`src/rtl/odd_even_sort_unit.sv`:
```
//------------------------------------------------------------------------------
// Module      : odd_even_sort_unit
// Description : Sorts N unsigned W-bit lanes by odd-even transposition. Every
//               comparator of one parity fires in parallel each cycle, so a
//               window is ordered after at most N phases. Ascending and
//               descending modes are supported, and the median lane is
//               exported directly.
// Revision    : 1.0 - initial release
//
// Optional feature macro: SORT_EARLY_EXIT_EN
//   When defined, two consecutive phases without a swap end the sort early.
//   When undefined, exactly N phases always run.
//
// Parameters:
//   N  number of lanes (2..32)
//   W  lane width in bits (unsigned)
//
// Ports:
//   CLK         in   rising-edge clock
//   RST         in   synchronous active-high reset
//   start_i     in   level request, sampled only in IDLE
//   descend_i   in   0 = ascending, 1 = descending, captured at load
//   in_data_i   in   N*W packed input lanes, lane k = [k*W +: W]
//   out_data_o  out  N*W packed working/result lanes
//   median_o    out  lane (N-1)/2 of out_data_o
//   busy_o      out  high while sorting
//   valid_o     out  high while the result is held (DONE)
//------------------------------------------------------------------------------
`default_nettype none

module odd_even_sort_unit #(
  parameter int N = 9,
  parameter int W = 8
) (
  input  logic           CLK,
  input  logic           RST,
  input  logic           start_i,
  input  logic           descend_i,
  input  logic [N*W-1:0] in_data_i,
  output logic [N*W-1:0] out_data_o,
  output logic [W-1:0]   median_o,
  output logic           busy_o,
  output logic           valid_o
);

  localparam int            PW      = $clog2(N + 1);
  localparam logic [PW-1:0] PH_LAST = PW'(N - 1);

  typedef enum logic [1:0] {
    IDLE = 2'd0,
    SORT = 2'd1,
    DONE = 2'd2
  } state_t;

  state_t        state_q;
  logic [W-1:0]  lanes_q [N];
  logic [W-1:0]  lanes_d [N];
  logic [PW-1:0] ph_q;
  logic          mode_q;
  logic          busy_q;
  logic          valid_q;
  logic          finish_d;

`ifdef SORT_EARLY_EXIT_EN
  logic          prev_clean_q;
  logic          swap_any;
`endif

  // One transposition phase. Pairs of the active parity are disjoint, so all
  // of them can be evaluated against the current lanes in parallel.
  always_comb begin
    for (int k = 0; k < N; k++) begin
      lanes_d[k] = lanes_q[k];
    end
`ifdef SORT_EARLY_EXIT_EN
    swap_any = 1'b0;
`endif
    for (int i = 0; i < N - 1; i++) begin
      if (i[0] == ph_q[0]) begin
        if (mode_q ? (lanes_q[i] < lanes_q[i+1]) : (lanes_q[i] > lanes_q[i+1])) begin
          lanes_d[i]   = lanes_q[i+1];
          lanes_d[i+1] = lanes_q[i];
`ifdef SORT_EARLY_EXIT_EN
          swap_any     = 1'b1;
`endif
        end
      end
    end
  end

  // The current phase is the last one: either the fixed phase budget is used
  // up, or (early exit) this phase and the previous one were both clean.
  always_comb begin
    finish_d = (ph_q == PH_LAST);
`ifdef SORT_EARLY_EXIT_EN
    if (!swap_any && prev_clean_q) begin
      finish_d = 1'b1;
    end
`endif
  end

  always_ff @(posedge CLK) begin
    if (RST) begin
      state_q <= IDLE;
      ph_q    <= '0;
      mode_q  <= 1'b0;
      busy_q  <= 1'b0;
      valid_q <= 1'b0;
      for (int k = 0; k < N; k++) begin
        lanes_q[k] <= '0;
      end
`ifdef SORT_EARLY_EXIT_EN
      prev_clean_q <= 1'b0;
`endif
    end else begin
      case (state_q)
        IDLE: begin
          if (start_i) begin
            for (int k = 0; k < N; k++) begin
              lanes_q[k] <= in_data_i[k*W +: W];
            end
            mode_q  <= descend_i;
            ph_q    <= '0;
            busy_q  <= 1'b1;
            valid_q <= 1'b0;
            state_q <= SORT;
`ifdef SORT_EARLY_EXIT_EN
            prev_clean_q <= 1'b0;
`endif
          end
        end
        SORT: begin
          lanes_q <= lanes_d;
          ph_q    <= ph_q + PW'(1);
`ifdef SORT_EARLY_EXIT_EN
          prev_clean_q <= !swap_any;
`endif
          if (finish_d) begin
            busy_q  <= 1'b0;
            valid_q <= 1'b1;
            state_q <= DONE;
          end
        end
        DONE: begin
          // A held request must not re-sort the frozen result.
          if (!start_i) begin
            valid_q <= 1'b0;
            state_q <= IDLE;
          end
        end
        default: begin
          busy_q  <= 1'b0;
          valid_q <= 1'b0;
          state_q <= IDLE;
        end
      endcase
    end
  end

  for (genvar k = 0; k < N; k++) begin : g_pack
    assign out_data_o[k*W +: W] = lanes_q[k];
  end

  assign median_o = lanes_q[(N-1)/2];
  assign busy_o   = busy_q;
  assign valid_o  = valid_q;

endmodule

`default_nettype wire

```
`config.mk`:
```
export PLATFORM = sky130hd
export DESIGN_NAME = odd_even_sort_unit
export DESIGN_NICKNAME = d
export VERILOG_FILES = /design/src/rtl/odd_even_sort_unit.sv
export SDC_FILE = /design/constraint.sdc
export NUM_CORES = 1
export LEC_CHECK = 0
export CAP_MARGIN = 25
export CORE_ASPECT_RATIO = 0.75
export CORE_MARGIN = 2
export CORE_UTILIZATION = 54
export DETAILED_ROUTE_END_ITERATION = 6
export PLACE_DENSITY = 0.94
export RECOVER_POWER = 50
export SLEW_MARGIN = 5
export SYNTH_ARGS = -nofsm -noshare
export SYNTH_HDL_FRONTEND = slang
export SYNTH_SLANG_ARGS = --single-unit
```
`constraint.sdc`:
```
create_clock -name CLK -period 4.55 [get_ports CLK]
set_input_delay 0.91 -clock CLK [delete_from_list [all_inputs] [get_ports CLK]]
set_output_delay 0.91 -clock CLK [all_outputs]
set_load 0.02 [all_outputs]
```
Yosys cells after proc, flatten, opt, wreduce, memory -nomap -nowiden

Cells that the tools add are included.

Output and inout bits: 82
Input bits: 76
Register bits after elaboration: 81
Logic and storage cells: 89

$add $sub $neg: 1
Reductions and logical operators: 8
$lt $le $gt $ge: 16
Bitwise gates (word level): 1
Equality and inequality tests: 10
Muxes and demuxes: 39

Operator list:

| cell                  | count |
|---|---|
| $mux W16              | 16 |
| $pmux W72 S2          | 1 |
| $mux W72              | 1 |
| $gt A8 B8 Y1          | 8 |
| $lt A8 B8 Y1          | 8 |
| $ne A2 B2 Y1 const B  | 7 |
| $mux W1               | 13 |
| $pmux W4 S2           | 1 |
| $reduce_and A4 Y1     | 2 |
| $mux W2               | 3 |
| $pmux W1 S3           | 2 |
| $pmux W2 S3           | 1 |
| $reduce_and A3 Y1     | 2 |
| $add A4 B1 Y4 const B | 1 |
| $eq A4 B4 Y1 const B  | 1 |
| $mux W4               | 1 |
| $reduce_and A2 Y1     | 2 |
| $eq A2 B1 Y1 const B  | 1 |
| $eq A2 B2 Y1 const B  | 1 |
| $logic_not A2 Y1      | 1 |
| $reduce_bool A2 Y1    | 1 |
| $not A1 Y1            | 1 |

Depth between registers and ports, before layout

Depth after elaboration: 19
Mapped depth: 11
Gate-level depth less buffers: 9

Worst setup path before layout

OpenSTA, ideal clock, no wires.

Path type: register -> register
Start point: register lanes_q, in the netlist out_data_o[41]
End point: register lanes_q, in the netlist median_o[0]
Slack: 2.038 ns
Setup time: 0.119 ns
Buffers on the path: 0
Data required time: 4.431 ns
Clock period less this slack: 2.512 ns
Stages on the path, launching flop included: 10
Arrival: 2.394 ns
Cells stage by stage: dfxtp_1 inv_1 ha_1 nor2b_1 o211ai_2 a21oi_2 nor3_4 mux2i_4 nand2_1 o221a_2

Cells in the longest elaborated chain, start to end: 5
Elaborated cells between the ends (all ways): 6
Those cells by class: order compare (2); mux (4)

RTL lines:

| what                                         | RTL line | RTL |
|---|---|---|
| start: declaration                           | 56       | `logic [W-1:0] lanes_q [N];` |
| start signal: indexed assignment             | 120      | `lanes_q[k] <= in_data_i[k*W +: W];` |
| start signal: assignment                     | 133      | `lanes_q <= lanes_d;` |
| $gt A8 B8 Y1 or $lt A8 B8 Y1 (tied branches) | 80       | `if (mode_q ? (lanes_q[i] < lanes_q[i+1]) : (lanes_q[i] > lanes_q[i+1])) begin` |
| $mux W1 *                                    | 80       |  |
| $mux W16 *                                   | 80       |  |
| $mux W16 *                                   | 79       | `if (i[0] == ph_q[0]) begin` |
| $pmux W72 S2 *                               | 116      | `case (state_q)` |

Mark *: on every way between the ends. The rest lies on a longest branch, timed or not.
A chain may end at the register's enable or synchronous reset.

Worst setup path after layout

Start point: input port start_i
End point: register lanes_q, in the netlist out_data_o[61]

Cells in the longest elaborated chain, start to end: 2

RTL lines:

| what                               | RTL line | RTL |
|---|---|---|
| start: declaration                 | 37       | `input logic start_i,` |
| $ne A2 B2 Y1 (no source line)      | -        |  |
| $reduce_and A2 Y1 (no source line) | -        |  |

No other way between the ends.

==> summary.txt <==
Run status
  – Outcome: finished, violations left
  – Failing checks: capacitance limit, slew limit

Detailed routing
  – Pre-antenna DRT Iters: 5
  – Vias: 6,669
  – Detail Route Antenna Nets: 0
  – Total Wirelength: 20,300 µm
  – WL/cell: 20.0 µm
  – Drt via density: 6.58
  – Drt drc: 0
  – Initial DRC Count: 704

Layout
  – Area grow syn2layout: 29.3%
  – Design area: 0.00800 mm²
  – Final non-filler cell total: 1,013
  – Antenna cell count: 0
  – Layout cells sized above 1: 6.99%
  – Most frequent cells in the layout: clkdlybuf4s50_1, a21oi_1, dfxtp_1
  – Layout Utilization: 72.5%
  – Final #Nets: 1,011
  – Most common cell after layout, fill and taps aside: clkdlybuf4s50_1

CTS
  – Bufs on Longest Clock Path: 2
  – Skew-Pair Late Insertion Delay: 0.35 ns
  – H-tree depth: 3
  – CTS tree: yes
  – Clock transition at path regs: 0.06 ns
  – CTS Hold Buffers Added: 0
  – CTS Sinks: 80
  – CTS root buf: clkbuf_16
  – CTS Buf Count: 9
  – Post-CTS setup buffers: 0
  – Cts repair resizes: 0

STA
  – Min Clock Period, post-route: 3.25 ns
  – Worst Skew: 0.00787 ns
  – Final Cycle Share: 71.4%
  – Worst setup margin: 1.30 ns
  – Slew headroom: -4.76%
  – Setup_tns: 0 ns
  – Max Fclk: 308 MHz
  – Final setup fails: 0
  – Hold_ws: 0.487 ns
  – RSZ-0062 raised after global routing: no
  – Worst-Margin Slew: 1.57 ns
  – Hold Violations, Final: 0
  – Max Slew Vio Count: 28

Min path
  – Worst Hold Class: reg2reg
  – Worst min-delay path startpoint: out_data_o[70]

Floorplanning
  – Number of core rows: 33
  – Core Area: 0.0110 mm²
  – Die footprint: 0.0123 mm²
  – Initial Util: 56.1%
  – DIE HEIGHT: 96.7 µm
  – Io pins: 158
  – Die Span X: 128 µm

Critical path
  – Family with the most delay on the worst path: simple AND/OR/NAND/NOR gates
  – Ordered cell list for the critical path: dlygate4sd3_1 -> nor2_1 -> or2_0 -> a21oi_1 -> a31oi_1 -> o21ai_2
  – WP buf/inv: 1
  – Slowest cell on the critical path: or2_0
  – Crit Path Max Fanout: 27
  – Worst path required time: 4.78 ns
  – Setup crit end kind: register
  – Worst EP arrival: 3.47 ns
  – Reg2reg start: out_data_o[51]
  – Setup crit start kind: input pin
  – Critical path class: in2reg
  – Crit path launch: start_i
  – Crit path largest cell delay: 1.18 ns

Power and ir drop
  – Int Power: 1.84 mW
  – Leak Pwr: 3.30 nW
  – Max VDD drop: 0.256 mV
  – Net switching power figure: 1.28 mW
  – Clock Power Share: 21.9%
  – Logic pwr share: 46.8%
  – Reg power frac: 31.4%
  – Total power: 3.11 mW
  – Sw Share: 41.0%
  – PwrDens: 389 mW/mm²

Synthesis
  – Post-synthesis mux area share: 9.77%
  – Post-synthesis net count: 888
  – EDFF count, synth: 0
  – Xor and xnor area share after synthesis: 0%
  – Largest family of logic cells by synthesized area: compound AO/OA/AOI/OAI gates
  – Cell Area, Synth: 0.00618 mm²
  – Mean Syn Cell Area: 8.29 µm²
  – Seq cells post-synth: 80
  – Seq/Total Area, Yosys: 25.9%
  – Ys flop type: dfxtp_1
  – Post-Synthesis Cells: 746
  – Post-Synth Simple-Gate Area: 13.6%
  – Syn. warnings: 0
  – Synth Area in Compound Gates: 28.5%
  – FFs w/ async S/R, synth: 0%
  – Post-Synth Adder-Cell Area: 13.4%
  – Synth cell types: 64

Global route
  – Total GRT Usage: 32.4%
  – Vias in the first global route: 6,342
  – Congestion Overflow GR: 0
  – First-pass GRT wire length: 32,500 µm
  – Initial antenna violation count: 0
  – Largest net degree at the start of global routing: 37

Placement
  – I/O Buffers: 157
  – Placed cells: 997
  – Worst slack at placement: 1.64 ns
  – RD Place Congestion: 0.930
  – Placed instance area: 0.00772 mm²
  – DPL Wire Length: 14,800 µm

Job
  – Max-cap viol count: 1
==> layer usage <==
| layer | wire (µm) | up-vias | track usage (%) |
|---|---|---|---|
| li1 | - | 3045 | - |
| met5 | 0 | - | 0 |
| met4 | 539 | 0 | 10.8 |
| met2 | 8930 | 460 | 50.5 |
| met1 | 8520 | 3110 | 44.0 |
| met3 | 2310 | 54 | 7.85 |
==> logic make-up after synthesis <==
family | Yosys count
AOI/OAI and AO/OA | 252
and+or+nand+nor | 167
buffers and inverters | 122
DFF | 80
adders and majority gates | 66
muxes | 59
==> registers in the layout, summed over array words and instances, names as in the netlist <==
| register | flops |
|---|---|
| mode_q | 1 |
| state_q | 2 |
| busy_o | 1 |
| median_o | 8 |
| out_data_o | 64 |
| ph_q | 4 |
==> area by class of cell <==
| cell class | instances | area [µm²] |
|---|---|---|
| clock buffers | 15 | 268 |
| well taps | 140 | 175 |
| flip-flops and latches | 80 | 1600 |
| repair buffers | 166 | 1660 |
| fillers | 813 | 3030 |
| multi-input cells | 544 | 4040 |
| inverters | 68 | 255 |
==> Yosys cell counts, drive strengths merged, types with 9 or more instances <==
master / number / area [µm²]
nor2b: 9 / 56.3
a21oi: 86 / 438
o221ai: 16 / 146
nand2: 31 / 116
dfxtp: 80 / 1600
nor2: 62 / 243
a22oi: 19 / 143
o31ai: 9 / 67.6
o22ai: 24 / 150
o21ai: 21 / 131
nor3: 10 / 66.3
nand3: 13 / 70.1
nand4: 15 / 93.8
inv: 68 / 255
clkbuf: 26 / 98.8
ha: 66 / 826
o221a: 16 / 180
mux2i: 58 / 593
o211ai: 11 / 87.6
buf: 28 / 194
a31oi: 16 / 106
==> power by group through the flow <==
| stage | clock network (mW) | registers [mW] | logic, mW |
|---|---|---|---|
| 4_1_cts | 0.680 | 0.970 | 1.46 |
| 2_1_floorplan | 0 | 1.02 | 0.919 |
| 6_report | 0.680 | 0.976 | 1.46 |
| 3_5_place_dp | 0 | 0.984 | 1.45 |
| 5_1_grt | 0.704 | 0.987 | 1.58 |
| 3_3_place_gp | 0 | 0.979 | 1.40 |
==> final timing paths <==
kind | endpoint | slack (ns) | depth (start not counted)
setup / recovery | out_data_o[61] | 1.30 | 6
hold / removal | out_data_o[70] | 0.49 | 2
setup reg to reg | out_data_o[46] | 1.66 | 9
hold reg to reg | out_data_o[70] | 0.49 | 2
==> worst min-delay path: stages (launching register included) <==
cell and delay (ns):
dfxtp_1 0.32, nand3_1 0.07, a21oi_1 0.06
Note: power is estimated with default switching activity, not from simulation.
